$ cat config.mk
export PLATFORM = sky130hd
export DESIGN_NAME = vga_timing_gen_flat
export DESIGN_NICKNAME = d
export VERILOG_FILES = /design/src/rtl/vga_timing_gen_if.sv /design/src/rtl/vga_timing_gen.sv /design/src/flat_wrapper.sv
export SDC_FILE = /design/constraint.sdc
export NUM_CORES = 1
export LEC_CHECK = 0
export CAP_MARGIN = 20
export CORE_AREA = 8 8 80 82
export CTS_BUF_LIST = sky130_fd_sc_hd__clkbuf_2 sky130_fd_sc_hd__clkbuf_4 sky130_fd_sc_hd__clkbuf_8
export DETAILED_ROUTE_END_ITERATION = 10
export DIE_AREA = 0 0 88 90
export PLACE_DENSITY = 0.71
export REMOVE_ABC_BUFFERS = 1
export SLEW_MARGIN = 20
export SYNTH_ARGS = -nofsm -noshare
export SYNTH_HDL_FRONTEND = slang
export SYNTH_SLANG_ARGS = --single-unit
$ cat constraint.sdc
create_clock -name clk -period 2.74 [get_ports clk]
set_input_delay 0.548 -clock clk [delete_from_list [all_inputs] [get_ports clk]]
set_output_delay 0.548 -clock clk [all_outputs]
set_load 0.01 [all_outputs]
$ cat src/rtl/vga_timing_gen_if.sv
`default_nettype none
// ============================================================================
// Module      : vga_timing_gen_if
// Description : Pixel-coordinate bus between the VGA timing source and its
//               consumers (pixel renderer, monitor output stage).
//               master : driven by vga_timing_gen
//               slave  : observed by consumers
// Signals     : x, y        16-bit scan position
//               hsync/vsync sync strobes (level SYNC_POL while asserted)
//               video_on    inside active window
//               pix_en      counters advance at the next clk edge
//               line_start  1-clk pulse on first cycle of a new line
//               frame_start 1-clk pulse on first cycle of a new frame
// Revision    : 1.0 - initial release
// ============================================================================
interface vga_timing_gen_if;
   logic [15:0] x;
   logic [15:0] y;
   logic        hsync;
   logic        vsync;
   logic        video_on;
   logic        pix_en;
   logic        line_start;
   logic        frame_start;

   modport master (
      output x, y, hsync, vsync, video_on, pix_en, line_start, frame_start
   );

   modport slave (
      input  x, y, hsync, vsync, video_on, pix_en, line_start, frame_start
   );
endinterface
`default_nettype wire

$ cat src/rtl/vga_timing_gen.sv
`default_nettype none
// ============================================================================
// Module      : vga_timing_gen
// Description : VGA scan-position and sync generator. One coordinate space per
//               axis: sync pulse from count 0, then back porch, active, front
//               porch. Every output is a flop; sync/video_on are decoded from
//               the next-state counters so they line up with the x/y shown.
// Ports       : clk    - system clock
//               reset  - synchronous, active-low
//               vga_o  - vga_timing_gen_if.master (x, y, hsync, vsync,
//                        video_on, pix_en, line_start, frame_start)
// Options     : VGA_CLKDIV_EN - pixel clock is clk/2 (pix_en toggles every
//               clk, resets to 0). Undefined: pix_en is constantly 1.
// Revision    : 1.0 - initial release
// ============================================================================
module vga_timing_gen #(
   parameter int unsigned H_TOTAL   = 800,
   parameter int unsigned H_SYNC    = 96,
   parameter int unsigned H_ACT_BEG = 144,
   parameter int unsigned H_ACTIVE  = 640,
   parameter int unsigned V_TOTAL   = 525,
   parameter int unsigned V_SYNC    = 2,
   parameter int unsigned V_ACT_BEG = 35,
   parameter int unsigned V_ACTIVE  = 480,
   parameter logic        SYNC_POL  = 1'b0
) (
   input  wire logic         clk,
   input  wire logic         reset,
   vga_timing_gen_if.master  vga_o
);

   localparam logic [15:0] H_LAST  = 16'(H_TOTAL - 1);
   localparam logic [15:0] V_LAST  = 16'(V_TOTAL - 1);
   localparam logic [15:0] H_SW    = 16'(H_SYNC);
   localparam logic [15:0] V_SW    = 16'(V_SYNC);
   localparam logic [15:0] H_AB    = 16'(H_ACT_BEG);
   localparam logic [15:0] H_AE    = 16'(H_ACT_BEG + H_ACTIVE);
   localparam logic [15:0] V_AB    = 16'(V_ACT_BEG);
   localparam logic [15:0] V_AE    = 16'(V_ACT_BEG + V_ACTIVE);

   logic [15:0] x_q, x_d;
   logic [15:0] y_q, y_d;
   logic        hsync_q, hsync_d;
   logic        vsync_q, vsync_d;
   logic        video_on_q, video_on_d;
   logic        pix_en_q, pix_en_d;
   logic        line_start_q, line_start_d;
   logic        frame_start_q, frame_start_d;

`ifdef VGA_CLKDIV_EN
   // Toggle flop divides clk by two; first high cycle is the 2nd after reset.
   localparam logic PIX_EN_RST = 1'b0;
   assign pix_en_d = ~pix_en_q;
`else
   localparam logic PIX_EN_RST = 1'b1;
   assign pix_en_d = 1'b1;
`endif

   always_comb begin
      x_d           = x_q;
      y_d           = y_q;
      line_start_d  = 1'b0;
      frame_start_d = 1'b0;

      // Pulses are raised only on the advancing edge, so with the divider
      // enabled they last one clk even though x is held for two.
      if (pix_en_q) begin
         if (x_q == H_LAST) begin
            x_d          = 16'd0;
            line_start_d = 1'b1;
            if (y_q == V_LAST) begin
               y_d           = 16'd0;
               frame_start_d = 1'b1;
            end else begin
               y_d = y_q + 16'd1;
            end
         end else begin
            x_d = x_q + 16'd1;
         end
      end

      // Decode from next-state counters: zero latency relative to x/y.
      hsync_d    = (x_d < H_SW) ? SYNC_POL : ~SYNC_POL;
      vsync_d    = (y_d < V_SW) ? SYNC_POL : ~SYNC_POL;
      video_on_d = (x_d >= H_AB) && (x_d < H_AE) && (y_d >= V_AB) && (y_d < V_AE);
   end

   always_ff @(posedge clk) begin
      if (!reset) begin
         x_q           <= 16'd0;
         y_q           <= 16'd0;
         hsync_q       <= SYNC_POL;
         vsync_q       <= SYNC_POL;
         video_on_q    <= 1'b0;
         pix_en_q      <= PIX_EN_RST;
         line_start_q  <= 1'b0;
         frame_start_q <= 1'b0;
      end else begin
         x_q           <= x_d;
         y_q           <= y_d;
         hsync_q       <= hsync_d;
         vsync_q       <= vsync_d;
         video_on_q    <= video_on_d;
         pix_en_q      <= pix_en_d;
         line_start_q  <= line_start_d;
         frame_start_q <= frame_start_d;
      end
   end

   assign vga_o.x           = x_q;
   assign vga_o.y           = y_q;
   assign vga_o.hsync       = hsync_q;
   assign vga_o.vsync       = vsync_q;
   assign vga_o.video_on    = video_on_q;
   assign vga_o.pix_en      = pix_en_q;
   assign vga_o.line_start  = line_start_q;
   assign vga_o.frame_start = frame_start_q;

endmodule
`default_nettype wire

$ cat src/flat_wrapper.sv
// flat-port wrapper written by rule: the top's interface ports become plain ports
module vga_timing_gen_flat 
#(
   parameter int unsigned H_TOTAL   = 800,
   parameter int unsigned H_SYNC    = 96,
   parameter int unsigned H_ACT_BEG = 144,
   parameter int unsigned H_ACTIVE  = 640,
   parameter int unsigned V_TOTAL   = 525,
   parameter int unsigned V_SYNC    = 2,
   parameter int unsigned V_ACT_BEG = 35,
   parameter int unsigned V_ACTIVE  = 480,
   parameter logic        SYNC_POL  = 1'b0
)
  (clk, reset, vga_o_x, vga_o_y, vga_o_hsync, vga_o_vsync, vga_o_video_on, vga_o_pix_en, vga_o_line_start, vga_o_frame_start);
  vga_timing_gen_if vga_o_i ();
  input  wire logic clk;
  input  wire logic reset;
  output wire logic [$bits(vga_o_i.x)-1:0] vga_o_x;
  output wire logic [$bits(vga_o_i.y)-1:0] vga_o_y;
  output wire logic [$bits(vga_o_i.hsync)-1:0] vga_o_hsync;
  output wire logic [$bits(vga_o_i.vsync)-1:0] vga_o_vsync;
  output wire logic [$bits(vga_o_i.video_on)-1:0] vga_o_video_on;
  output wire logic [$bits(vga_o_i.pix_en)-1:0] vga_o_pix_en;
  output wire logic [$bits(vga_o_i.line_start)-1:0] vga_o_line_start;
  output wire logic [$bits(vga_o_i.frame_start)-1:0] vga_o_frame_start;
  assign vga_o_x = vga_o_i.x;
  assign vga_o_y = vga_o_i.y;
  assign vga_o_hsync = vga_o_i.hsync;
  assign vga_o_vsync = vga_o_i.vsync;
  assign vga_o_video_on = vga_o_i.video_on;
  assign vga_o_pix_en = vga_o_i.pix_en;
  assign vga_o_line_start = vga_o_i.line_start;
  assign vga_o_frame_start = vga_o_i.frame_start;
  vga_timing_gen #(.H_TOTAL(H_TOTAL), .H_SYNC(H_SYNC), .H_ACT_BEG(H_ACT_BEG), .H_ACTIVE(H_ACTIVE), .V_TOTAL(V_TOTAL), .V_SYNC(V_SYNC), .V_ACT_BEG(V_ACT_BEG), .V_ACTIVE(V_ACTIVE), .SYNC_POL(SYNC_POL)) u_core (.clk(clk), .reset(reset), .vga_o(vga_o_i));
endmodule
### After elaboration in Yosys (flattened, before gate mapping)

Cells that the tools add are included.

* register bits after elaboration: 37
* latch bits: 0
* bits in writable memories: 0
* ROM bits: 0
* output and inout bits: 38
* word-level logic and storage cells: 28
* memories kept: 0

* add/subtract/negate cells: 2
* multipliers: 0
* div/mod/pow operators: 0
* order comparisons: 6
* equality and inequality tests: 2
* shift-type cells: 0
* mux-type cells: 7
* bitwise gates (word level): 0
* reduce and logical (&&, ||, !) cells: 4

Operators with widths (count)
* 2-to-1 mux 16 bit: 3
* adder 16 x 1 -> 16 bit (second input constant): 2
* equality test 16 x 10 -> 1 bit (second input constant): 2
* < comparator 16 x 10 -> 1 bit (second input constant): 2
* >= comparator 16 x 6 -> 1 bit (second input constant): 1
* >= comparator 16 x 8 -> 1 bit (second input constant): 1
* < comparator 16 x 2 -> 1 bit (second input constant): 1
* < comparator 16 x 7 -> 1 bit (second input constant): 1
* 2-to-1 mux 1 bit: 4
* logical AND 1 bit: 3
* AND reduction 2 bit: 1

### Logic depth before layout (Yosys ltp)

Gate-level depths: netlist (run 1).

* depth in word-level cells: 6
* mapped depth: 10
* depth with buffers taken out: 9

### Worst setup path before layout (run 1)

No wires, ideal clock.

* kind: flip-flop to flip-flop
* start: reg u_core.x_q[5], in the netlist u_core.vga_o.x[5]
* end: reg u_core.vsync_q, in the netlist u_core.vga_o.vsync
* data arrival time: 2.902 ns
* required time: 2.615 ns
* path slack: -0.287 ns
* stages on the path, launching flop included: 10
* buffers on the path: 2
* clock period less this slack: 3.027 ns
* cell sequence: dfxtp_1 buf_6 or4_4 or4_4 buf_6 nor4b_4 and3_4 mux2i_1 o211ai_2 o41a_1

* word-level cells in the longest chain between the ends: 4

Ends and longest elaborated chain
* start, declared: line vga_timing_gen.sv:41 `logic [15:0] x_q, x_d;`
* start signal, assigned: line vga_timing_gen.sv:90 `x_q <= 16'd0;`
* start signal, assigned: line vga_timing_gen.sv:99 `x_q <= x_d;`
* equality test 16 x 10 -> 1 bit: line vga_timing_gen.sv:68 `if (x_q == H_LAST) begin`
* 2-to-1 mux 16 bit: line vga_timing_gen.sv:68
* < comparator 16 x 2 -> 1 bit: line vga_timing_gen.sv:84 `vsync_d = (y_d < V_SW) ? SYNC_POL : ~SYNC_POL;`
* 2-to-1 mux 1 bit: line vga_timing_gen.sv:84
* end signal, assigned: line vga_timing_gen.sv:102 `vsync_q <= vsync_d;`
* end, declared: line vga_timing_gen.sv:44 `logic vsync_q, vsync_d;`

No other way between the ends.
A chain may end at the register's enable or synchronous reset.

### Final worst setup path (run 1)

* start: reg u_core.x_q[6], in the netlist u_core.vga_o.x[6]
* end: reg u_core.video_on_q, in the netlist u_core.vga_o.video_on

* word-level cells in the longest chain between the ends: 6
* elaborated cells between the ends (all ways): 11
* those cells by class: 1 x add/sub; 4 x order compare; 1 x eq/ne; 2 x mux; 3 x reduce/logical

Ends and longest elaborated chain
* adder 16 x 1 -> 16 bit / equality test 16 x 10 -> 1 bit (equally long branches): line vga_timing_gen.sv:78, vga_timing_gen.sv:68
* 2-to-1 mux 16 bit: line vga_timing_gen.sv:68
* >= comparator 16 x 8 -> 1 bit / < comparator 16 x 10 -> 1 bit (equally long branches): line vga_timing_gen.sv:85 `video_on_d = (x_d >= H_AB) && (x_d < H_AE) && (y_d >= V_AB) && (y_d < V_AE);`
* logical AND 1 bit (2 in series): line vga_timing_gen.sv:85
* logical AND 1 bit (*): line vga_timing_gen.sv:85
* end signal, assigned: line vga_timing_gen.sv:103 `video_on_q <= video_on_d;`
* end, declared: line vga_timing_gen.sv:45 `logic video_on_q, video_on_d;`

Every way passes the cells marked *; elsewhere a longest branch is shown, timed or not.

==> qor.tcl, run 1 <==
set qor(status) {completed}
set qor(first_pass_grt_wire_length_mm) 10.7
set qor(antenna_cells) 0
set qor(worst_ep_arrival_ns) 2.84
set qor(critical_path_class) {flop to flop}
set qor(dpl.hpwl_mm) 4.86
set qor(yosysTopAreaCellShare) 0.333
set qor(layout_setup_ws_ns) 0.0872
set qor(timing.setup.tns_ns) 0
set qor(wl_met2_mm) 3.06
set qor(first_global_vias) 2354
set qor(post-layout-total-power_mw) 0.984
set qor(maximum_buffer_depth_of_the_clock_tree) 2
set qor(place_congestion) 0.903
set qor(drive_gt1_frac) 0.249
set qor(most_common_cell_in_the_netlist) {sky130_fd_sc_hd__dfxtp_1}
set qor(crit_path_cell_trace) {or4_4 -> or4_4 -> buf_4 -> a21oi_1 -> o21ai_1 -> or4b_1 -> a2111oi_2}
set qor(track_usage) 0.165
set qor(synthesis.area_sq_um) 2220
set qor(timing.final.hold_violations) 0
set qor(rsz0062_at_grt) {true}
set qor(grt_max_degree) 16
set qor(synth.cells.most_frequent) {sky130_fd_sc_hd__dfxtp_1, sky130_fd_sc_hd__nand2_1, sky130_fd_sc_hd__nor2_1, sky130_fd_sc_hd__xnor2_1, sky130_fd_sc_hd__nand3_1}
set qor(chipWidth_microns) 88
set qor(effective_utilization_at_floorplan) 0.425
set qor(hold_path.class) {flop to flop}
set qor(chipHeight_microns) 90
set qor(critPathCaptureType) {flop}
set qor(wire_per_inst_microns) 14.7
set qor(cts.htree.levels) 2
set qor(rows) 27
set qor(topRoutingLayerUsed) {met4}
set qor(synth-main-ff-cell) {sky130_fd_sc_hd__dfxtp_1}
set qor(met3RoutedLength_microns) 308
set qor(power-per-cell-area_nw_per_um2) 308
set qor(seq_area_frac_synth) 0.333
set qor(routedLengthMet1_mm) 2.82
set qor(drtAntennaViolNets) 0
set qor(layout_worst_path_cycle_share) 0.968
set qor(layout.nets) 362
set qor(synth_top_cells_by_area) {sky130_fd_sc_hd__dfxtp_1, sky130_fd_sc_hd__xnor2_1, sky130_fd_sc_hd__xor2_1}
set qor(critical_path.slowest_cell) {sky130_fd_sc_hd__or4_4}
set qor(num_io_pins) 40
set qor(clk_lat_worst_skew_ns) 0.29
set qor(dr_total_vias) 2272
set qor(async_flop_share) 0
set qor(avgSynthCellArea_sq_um) 8.30
set qor(synth-edff-count) 0
set qor(ir_worst_vdd_mv) 0.216
set qor(worst_setup_path_start_kind) {flop}
set qor(areaGrowthSynthToFinish_pct) 43.7
set qor(max_freq_mhz) 377
set qor(finalSetupViolCount) 0
set qor(first_iter_violations) 124
set qor(detail_route.first_pass.iterations) 4
set qor(core_region_area_sq_um) 5240
set qor(cts.root.buffer_cell) {sky130_fd_sc_hd__clkbuf_8}
set qor(critical-path-top-cell-by-count) {sky130_fd_sc_hd__or4_4}
set qor(finalWirelength_mm) 6.30
set qor(grt_overflow) 0
set qor(total_leakage_power_nw) 1.23
set qor(dp_slack_ns) -0.0653
set qor(antenna_found_initial) 0
set qor(maxCapViolations) 0
set qor(hold-worst-slack_ns) 0.578
set qor(num-fill-cells) 477
set qor(area_of_the_multi_input_gates_sq_um) 1440
set qor(netlist_instances) 268
set qor(clkTransAtPathRegs_ns) 0.07
set qor(timing.critical_path.required_ns) 2.92
set qor(yosys.area.top_type) {sky130_fd_sc_hd__dfxtp_1}
set qor(ff_latch_area_sq_um) 744
set qor(cts.hold.buffers_added) 0
set qor(ys_warn_count) 0
set qor(maxSlewViolCount) 0
set qor(buffer_ports.inserted) 38
set qor(final.setup_skew_ns) 0.00535
set qor(postSynthRegisterBits) 37
set qor(detail_route.drc_violations) 0
set qor(cts_made_buffers) 5
set qor(clock_sink_count) 37
set qor(placed_cells_incl_taps) 419
set qor(tritoncts) {built}
set qor(synth.lib_cells_used.distinct) 55
set qor(critical_path.max_fanout) 6
set qor(die_area_sq_um) 7920
set qor(finish.cell_count_without_fillers) 429
set qor(critical_path.max_stage_delay_ns) 0.55
set qor(fin_crit_ns) 2.65
set qor(post_dr_vias_cell) 5.30
==> worst max-delay path, delay by kind of cell, from the launching register on <==
| family | cells | cell delay, ns |
|---|---|---|
| flops | 1 | 0.32 |
| buf+inv | 1 | 0.18 |
| compound gates | 3 | 0.53 |
| simple gates | 3 | 1.52 |
==> cell type report <==
cell class	instances	area share
Timing Repair Buffer	95	0.253
Sequential cell	37	0.233
Inverter	6	0.00705
Multi-Input combinational cell	212	0.450
Tap cell	72	0.0282
Clock buffer	7	0.0282
==> through the flow <==
stage	instance area, sq um	utilization
3_3_place_gp	3030	0.578
6_report	3190	0.610
4_1_cts	3160	0.603
5_1_grt	3190	0.610
2_1_floorplan	2150	-
3_5_place_dp	3030	0.578
==> final timing paths <==
check | startpoint | end | slack, ns | cells past startpoint
setup / recovery | u_core.vga_o.x[6] | u_core.vga_o.video_on | 0.09 | 7
hold / removal | u_core.vga_o.x[8] | u_core.vga_o.x[9] | 0.58 | 3
setup reg to reg | u_core.vga_o.x[6] | u_core.vga_o.video_on | 0.09 | 7
hold reg to reg | u_core.vga_o.x[8] | u_core.vga_o.x[9] | 0.58 | 3
==> flip-flops by register name, indices dropped and copies added (netlist names) <==
name / flops
u_core.vga_o.vsync: 1
u_core.vga_o.y: 16
u_core.vga_o.frame_start: 1
u_core.vga_o.line_start: 1
u_core.vga_o.hsync: 1
u_core.vga_o.video_on: 1
u_core.vga_o.x: 16
==> what timing repair did <==
item,in CTS,in global routing
gates resized for setup,5,11
pin swaps,6,7
endpoints found under the setup margin,2,2
buffers inserted,2,1
gates cloned,0,0
==> cell usage in the layout, fill, tap and decap left out, types with 5 or more instances in the layout <==
master                             n
sky130_fd_sc_hd__nand3_1          15
sky130_fd_sc_hd__xor2_1           13
sky130_fd_sc_hd__clkbuf_8          6
sky130_fd_sc_hd__nor4_1            5
sky130_fd_sc_hd__clkdlybuf4s50_1  38
sky130_fd_sc_hd__buf_4            57
sky130_fd_sc_hd__nand4_1          10
sky130_fd_sc_hd__inv_1             6
sky130_fd_sc_hd__o21ai_0           9
sky130_fd_sc_hd__xnor2_1          16
sky130_fd_sc_hd__and3_1            5
sky130_fd_sc_hd__and2_1           13
sky130_fd_sc_hd__nand2_1          22
sky130_fd_sc_hd__nor2b_1           6
sky130_fd_sc_hd__a21oi_1           7
sky130_fd_sc_hd__dfxtp_1          34
sky130_fd_sc_hd__nor3_1            7
sky130_fd_sc_hd__nor2_1           22
==> routing by layer <==
metal  global-route usage  up-vias
met5                    0        -
met4               0.0617        0
met3               0.0446       14
met2                0.279       64
met1                0.191     1064
li1                     -     1130
==> power breakdown <==
group	internal, mW	switching [mW]	leakage [nW]
clock network	0.210	0.187	0.0477
registers	0.542	0.00379	0.300
logic	0.0206	0.0212	0.878
total	0.772	0.212	1.23
==> cell families (layout without fill, tap and decap cells) <==
| logic type | after synthesis | after routing | synth area share |
|---|---|---|---|
| adders and majority gates | 3 | 3 | 0.0169 |
| DFF | 37 | 37 | 0.333 |
| xor gates and xnor gates | 29 | 29 | 0.114 |
| muxes | 2 | 2 | 0.00900 |
| other | 1 | 1 | 0.00169 |
| and+or+nand+nor | 134 | 134 | 0.353 |
| buffers and inverters | 19 | 108 | 0.0422 |
| AOI/OAI and AO/OA | 43 | 43 | 0.129 |
Power figures use the tool's default switching activity.
==> inputs of run 2 (changes only) <==
Settings changed: GPL_TIMING_DRIVEN set to 1, PLACE_DENSITY 0.71 to 0.68, TNS_END_PERCENT set to 5.
Clock period 2.74 ns to 3 ns, I/O delays scaled along.
==> run 2 against run 1 <==
Compared with the run above: global-route usage fell by 1.1 points; die area unchanged; highest routed layer unchanged; total power rose by 0.72%; cell count down 7.0%; wire length decreased by 3.5%; sequential power decreased by 8.8%; hold slack lost 0.028 ns; non-clock buffer count shrank 31; core utilization shrank 4.9 points.
==> qor.tcl, run 2 (synthesized netlist as in run 1, its figures left out) <==
set qor(areaGrowthSynthToFinish_pct) 32.1
set qor(chipHeight_microns) 90
set qor(ctsResizeCount) 0
set qor(tritoncts) {built}
set qor(hold_depth) 2
set qor(placed_cells_incl_taps) 390
set qor(crit-reg2reg-launch) {u_core.vga_o.x[10]}
set qor(finalWirelength_mm) 6.08
set qor(timing.setup.tns_ns) 0
set qor(antenna_cells) 0
set qor(first_iter_violations) 169
set qor(post-cts-setup-buffer-count) 0
set qor(stdcell_area_sq_um) 2940
set qor(critical_path.max_fanout) 7
set qor(cts.htree.levels) 2
set qor(timing.final.hold_violations) 0
set qor(max_freq_mhz) 344
set qor(detail_route.drc_violations) 0
set qor(hold-worst-slack_ns) 0.549
set qor(drtAntennaViolNets) 0
set qor(layout_worst_path_cycle_share) 0.968
set qor(critPathCaptureType) {flop}
set qor(fin_crit_ns) 2.90
set qor(buffer_ports.inserted) 38
set qor(worst_setup_path_start_kind) {flop}
set qor(first_pass_grt_wire_length_mm) 9.84
set qor(cts.hold.buffers_added) 0
set qor(layout.cells.most_common_list) {sky130_fd_sc_hd__clkdlybuf4s50_1, sky130_fd_sc_hd__dfxtp_1, sky130_fd_sc_hd__buf_4}
set qor(post_dr_vias_cell) 5.47
set qor(layout.nets) 331
set qor(dr_total_vias) 2182
set qor(power-per-cell-area_nw_per_um2) 337
set qor(ir_worst_vdd_mv) 0.165
set qor(worst-r2r-cell-count) 7
set qor(antenna_found_initial) 0
set qor(clock_sink_count) 37
set qor(status) {completed}
set qor(dpl.hpwl_mm) 4.58
set qor(maximum_buffer_depth_of_the_clock_tree) 2
set qor(grt_max_degree) 15
set qor(maxCapViolations) 0
set qor(clkTransAtPathRegs_ns) 0.07
set qor(first_global_vias) 2111
set qor(crit_path_launch) {u_core.vga_o.x[10]}
set qor(total_leakage_power_nw) 1.07
set qor(relSlewSlack) 0.557
set qor(clk_lat_worst_skew_ns) 0.29
set qor(core_region_area_sq_um) 5240
set qor(effective_utilization_at_floorplan) 0.425
set qor(finish.cell_count_without_fillers) 399
set qor(timing.critical_path.required_ns) 3.18
set qor(chipWidth_microns) 88
set qor(wire_per_inst_microns) 15.2
set qor(post-layout-total-power_mw) 0.991
set qor(finalSetupViolCount) 0
set qor(final_common_cell) {sky130_fd_sc_hd__clkdlybuf4s50_1}
set qor(detail_route.first_pass.iterations) 4
set qor(worst_ep_arrival_ns) 3.08
set qor(layout_setup_ws_ns) 0.0972
set qor(place_congestion) 0.858
set qor(cts.root.buffer_cell) {sky130_fd_sc_hd__clkbuf_8}
set qor(num_io_pins) 40
set qor(rsz0062_at_grt) {true}
set qor(final.setup_skew_ns) 0.00473
set qor(critical_path_class) {flop to flop}
set qor(hold_path.class) {flop to flop}
set qor(dpl_cell_area_sq_um) 2810
set qor(r2r_slack_ns) 0.1
set qor(num-fill-cells) 499
set qor(dp_slack_ns) 0.121
set qor(final_util) 0.561
set qor(grt_overflow) 0
set qor(die_area_sq_um) 7920
set qor(maxSlewViolCount) 0
set qor(drive_gt1_frac) 0.147
set qor(cts_made_buffers) 5
set qor(hold_start) {u_core.vga_o.x[0]}
set qor(rows) 27
set qor(track_usage) 0.154
set qor(worstMarginPinSlew_ns) 0.658
[run 2: cell types whose count changed in the layout (fill, tap and decap cells not counted), moves of 2 or more]
cell / delta
sky130_fd_sc_hd__and4_1: +2
sky130_fd_sc_hd__o21ai_0: +2
sky130_fd_sc_hd__dfxtp_1: +3
sky130_fd_sc_hd__buf_4: -31
sky130_fd_sc_hd__dfxtp_2: -3
sky130_fd_sc_hd__o21ai_1: -2
[run 2: power breakdown]
part | internal, mW | switching (mW) | leakage (nW)
logic | 0.0158 | 0.0178 | 0.709
clock network | 0.280 | 0.181 | 0.0619
registers | 0.494 | 0.00280 | 0.298
total | 0.790 | 0.201 | 1.07
[run 2: layout make-up]
class	instances	area [sq um]	area share
multi-input cells	212	1390	0.473
repair buffers	64	576	0.196
clock inverters	1	30.0	0.0102
well taps	72	90.1	0.0307
inverters	6	22.5	0.00767
clock buffers	7	90.1	0.0307
flip-flops and latches	37	741	0.252
[run 2: path summary, 6_finish.rpt]
check,end
min reg2reg,u_core.vga_o.x[0]
max,u_core.vga_o.vsync
min,u_core.vga_o.x[0]
max reg2reg,u_core.vga_o.vsync
[run 2: routing by layer]
layer	global-route usage	share of wire	vias up
li1	-	-	1069
met1	0.177	0.45	1027
met2	0.264	0.48	76
met3	0.0400	0.059	10
met4	0.0531	0.013	0
met5	0	0	-
[run 2: critical path, stage by stage (launching register included)]
cell and delay (ns):
sky130_fd_sc_hd__dfxtp_1 0.33, sky130_fd_sc_hd__or4_4 0.56, sky130_fd_sc_hd__or4_4 0.62, sky130_fd_sc_hd__nor4b_4 0.30, sky130_fd_sc_hd__and3_4 0.24, sky130_fd_sc_hd__mux2i_1 0.21, sky130_fd_sc_hd__o211ai_2 0.13, sky130_fd_sc_hd__o41a_1 0.41
==> inputs of run 3 (changes only) <==
Settings changed: CORE_AREA 8 8 80 82 to 2 2 74 76, DIE_AREA 0 0 88 90 to 0 0 76 78.
==> run 3 against run 2 <==
Compared with the run above: wire length decreased by 3.8%; first-iteration DRC count increased by 21%; die area decreased by 25%; worst setup slack improved by 0.028 ns; cell count decreased by 1.3%; design area decreased by 1.3%; critical path depth unchanged; flip-flop and latch count unchanged; critical endpoint unchanged; largest cell class unchanged; highest routed layer unchanged.
==> qor.tcl, run 3 (synthesized netlist as in run 1, its figures left out) <==
set qor(status) {completed}
set qor(maxSlewViolCount) 0
set qor(ir_worst_vdd_mv) 0.200
set qor(relSlewSlack) 0.529
set qor(place_congestion) 0.929
set qor(critical_path.max_stage_delay_ns) 0.57
set qor(buffer_ports.inserted) 38
set qor(combinationalPowerShare) 0.041
set qor(critical_path.max_fanout) 7
set qor(grt_max_degree) 16
set qor(die_area_sq_um) 5930
set qor(detail_route.first_pass.iterations) 4
set qor(critical_path.slowest_cell) {sky130_fd_sc_hd__or4_4}
set qor(crit_path_cell_trace) {or4_4 -> or4_4 -> nor4b_4 -> and3_4 -> mux2i_1 -> o211ai_2 -> o41a_1}
set qor(dr_total_vias) 2185
set qor(worstMarginPinSlew_ns) 0.699
set qor(rows) 26
set qor(first_pass_grt_wire_length_mm) 9.80
set qor(timing.final.hold_violations) 0
set qor(drive_gt1_frac) 0.142
set qor(layout_worst_path_cycle_share) 0.958
set qor(hold-worst-slack_ns) 0.550
set qor(power_report.internal_total_mw) 0.703
set qor(layout.nets) 329
set qor(first_iter_violations) 205
set qor(timing.critical_path.required_ns) 3.17
set qor(critical_path_class) {flop to flop}
set qor(stdcell_area_sq_um) 2900
set qor(final_util) 0.575
set qor(total_leakage_power_nw) 1.06
set qor(share_seq_of_total_power) 0.556
set qor(critical-path-top-cell-by-count) {sky130_fd_sc_hd__or4_4}
set qor(final_common_cell) {sky130_fd_sc_hd__clkdlybuf4s50_1}
set qor(finalWirelength_mm) 5.85
set qor(maximum_buffer_depth_of_the_clock_tree) 2
set qor(track_usage) 0.205
set qor(dpl.hpwl_mm) 4.33
set qor(first_global_vias) 2080
set qor(crit_path_launch) {u_core.vga_o.x[10]}
set qor(worst_ep_arrival_ns) 3.05
set qor(chipWidth_microns) 76
set qor(post_dr_vias_cell) 5.55
set qor(cts.root.buffer_cell) {sky130_fd_sc_hd__clkbuf_8}
set qor(clk_lat_worst_skew_ns) 0.29
set qor(rsz0062_at_grt) {false}
set qor(cts.hold.buffers_added) 0
set qor(critPathTopFamily) {simple AND/OR/NAND/NOR gates}
set qor(ctsResizeCount) 0
set qor(detail_route.drc_violations) 0
set qor(path_buf_inv) 0
set qor(tritoncts) {built}
set qor(max_freq_mhz) 348
set qor(areaGrowthSynthToFinish_pct) 30.4
set qor(clock_sink_count) 37
set qor(power.net_switching_mw) 0.190
set qor(effective_utilization_at_floorplan) 0.441
set qor(chipHeight_microns) 78
set qor(layout_setup_ws_ns) 0.125
set qor(crit-reg2reg-launch) {u_core.vga_o.x[10]}
set qor(wire_per_inst_microns) 14.8
set qor(antenna_found_initial) 0
set qor(final.setup_skew_ns) 0.00392
set qor(maxCapViolations) 0
set qor(core_region_area_sq_um) 5040
set qor(hold_path.class) {flop to flop}
set qor(clkTransAtPathRegs_ns) 0.07
set qor(post-cts-setup-buffer-count) 0
set qor(finalSetupViolCount) 0
set qor(dpl_cell_area_sq_um) 2800
set qor(antenna_cells) 0
set qor(post-layout-total-power_mw) 0.893
set qor(dp_slack_ns) 0.119
set qor(hold_start) {u_core.vga_o.x[0]}
set qor(worst_setup_path_start_kind) {flop}
set qor(p_clk_frac) 0.403
set qor(power-per-cell-area_nw_per_um2) 308
set qor(num_io_pins) 40
set qor(layout.cells.most_common_list) {sky130_fd_sc_hd__clkdlybuf4s50_1, sky130_fd_sc_hd__dfxtp_1, sky130_fd_sc_hd__buf_4}
set qor(cts.htree.levels) 2
set qor(swShare) 0.212
set qor(grt_overflow) 0
set qor(drtAntennaViolNets) 0
set qor(fin_crit_ns) 2.88
set qor(cts_made_buffers) 5
set qor(critPathCaptureType) {flop}
[run 3: worst min-delay path: cells and delay by family (launching register included)]
| family | cells | cell delay [ns] |
|---|---|---|
| flip-flops | 1 | 0.34 |
| buffers and inverters | 1 | 0.13 |
| AND/OR/NAND/NOR | 1 | 0.04 |
[run 3: power by group through the flow]
stage | clock network (mW) | registers [mW] | logic (mW)
3_3_place_gp | 0 | 0.507 | 0.0367
6_report | 0.359 | 0.497 | 0.0369
5_1_grt | 0.391 | 0.497 | 0.0402
3_5_place_dp | 0 | 0.508 | 0.0365
4_1_cts | 0.369 | 0.496 | 0.0367
2_1_floorplan | 0 | 0.512 | 0.00978
[run 3: worst paths after layout]
kind	endpoint	cells past startpoint	slack (ns)
hold / removal	u_core.vga_o.x[0]	2	0.55
hold reg to reg	u_core.vga_o.x[0]	2	0.55
setup / recovery	u_core.vga_o.vsync	7	0.12
setup reg to reg	u_core.vga_o.vsync	7	0.12
[run 3: cell type report]
type                       instances  area (sq um)
fill                             473          2140
timing repair buffer              62           561
multi-input combinational        212          1400
sequential                        37           742
clock buffer                       7          90.1
tap                               70          87.6
inverter                           6          22.5
[run 3: per-layer routing]
metal / global-route usage / vias up / part of all wire / wire (microns)
met3: 0.0395 / 15 / 0.046 / 271
met2: 0.358 / 71 / 0.48 / 2830
met5: 0 / - / 0 / 0
met1: 0.251 / 1036 / 0.45 / 2620
met4: 0.0782 / 0 / 0.022 / 131
li1: - / 1063 / - / -
[run 3: metrics by stage]
stage                     std cells  setup TNS, ns
final                           394              0
after global routing            394              0
after CTS                       394              0
after detailed placement        387              0
after global placement          387              0
after floorplan                 255        -0.0336
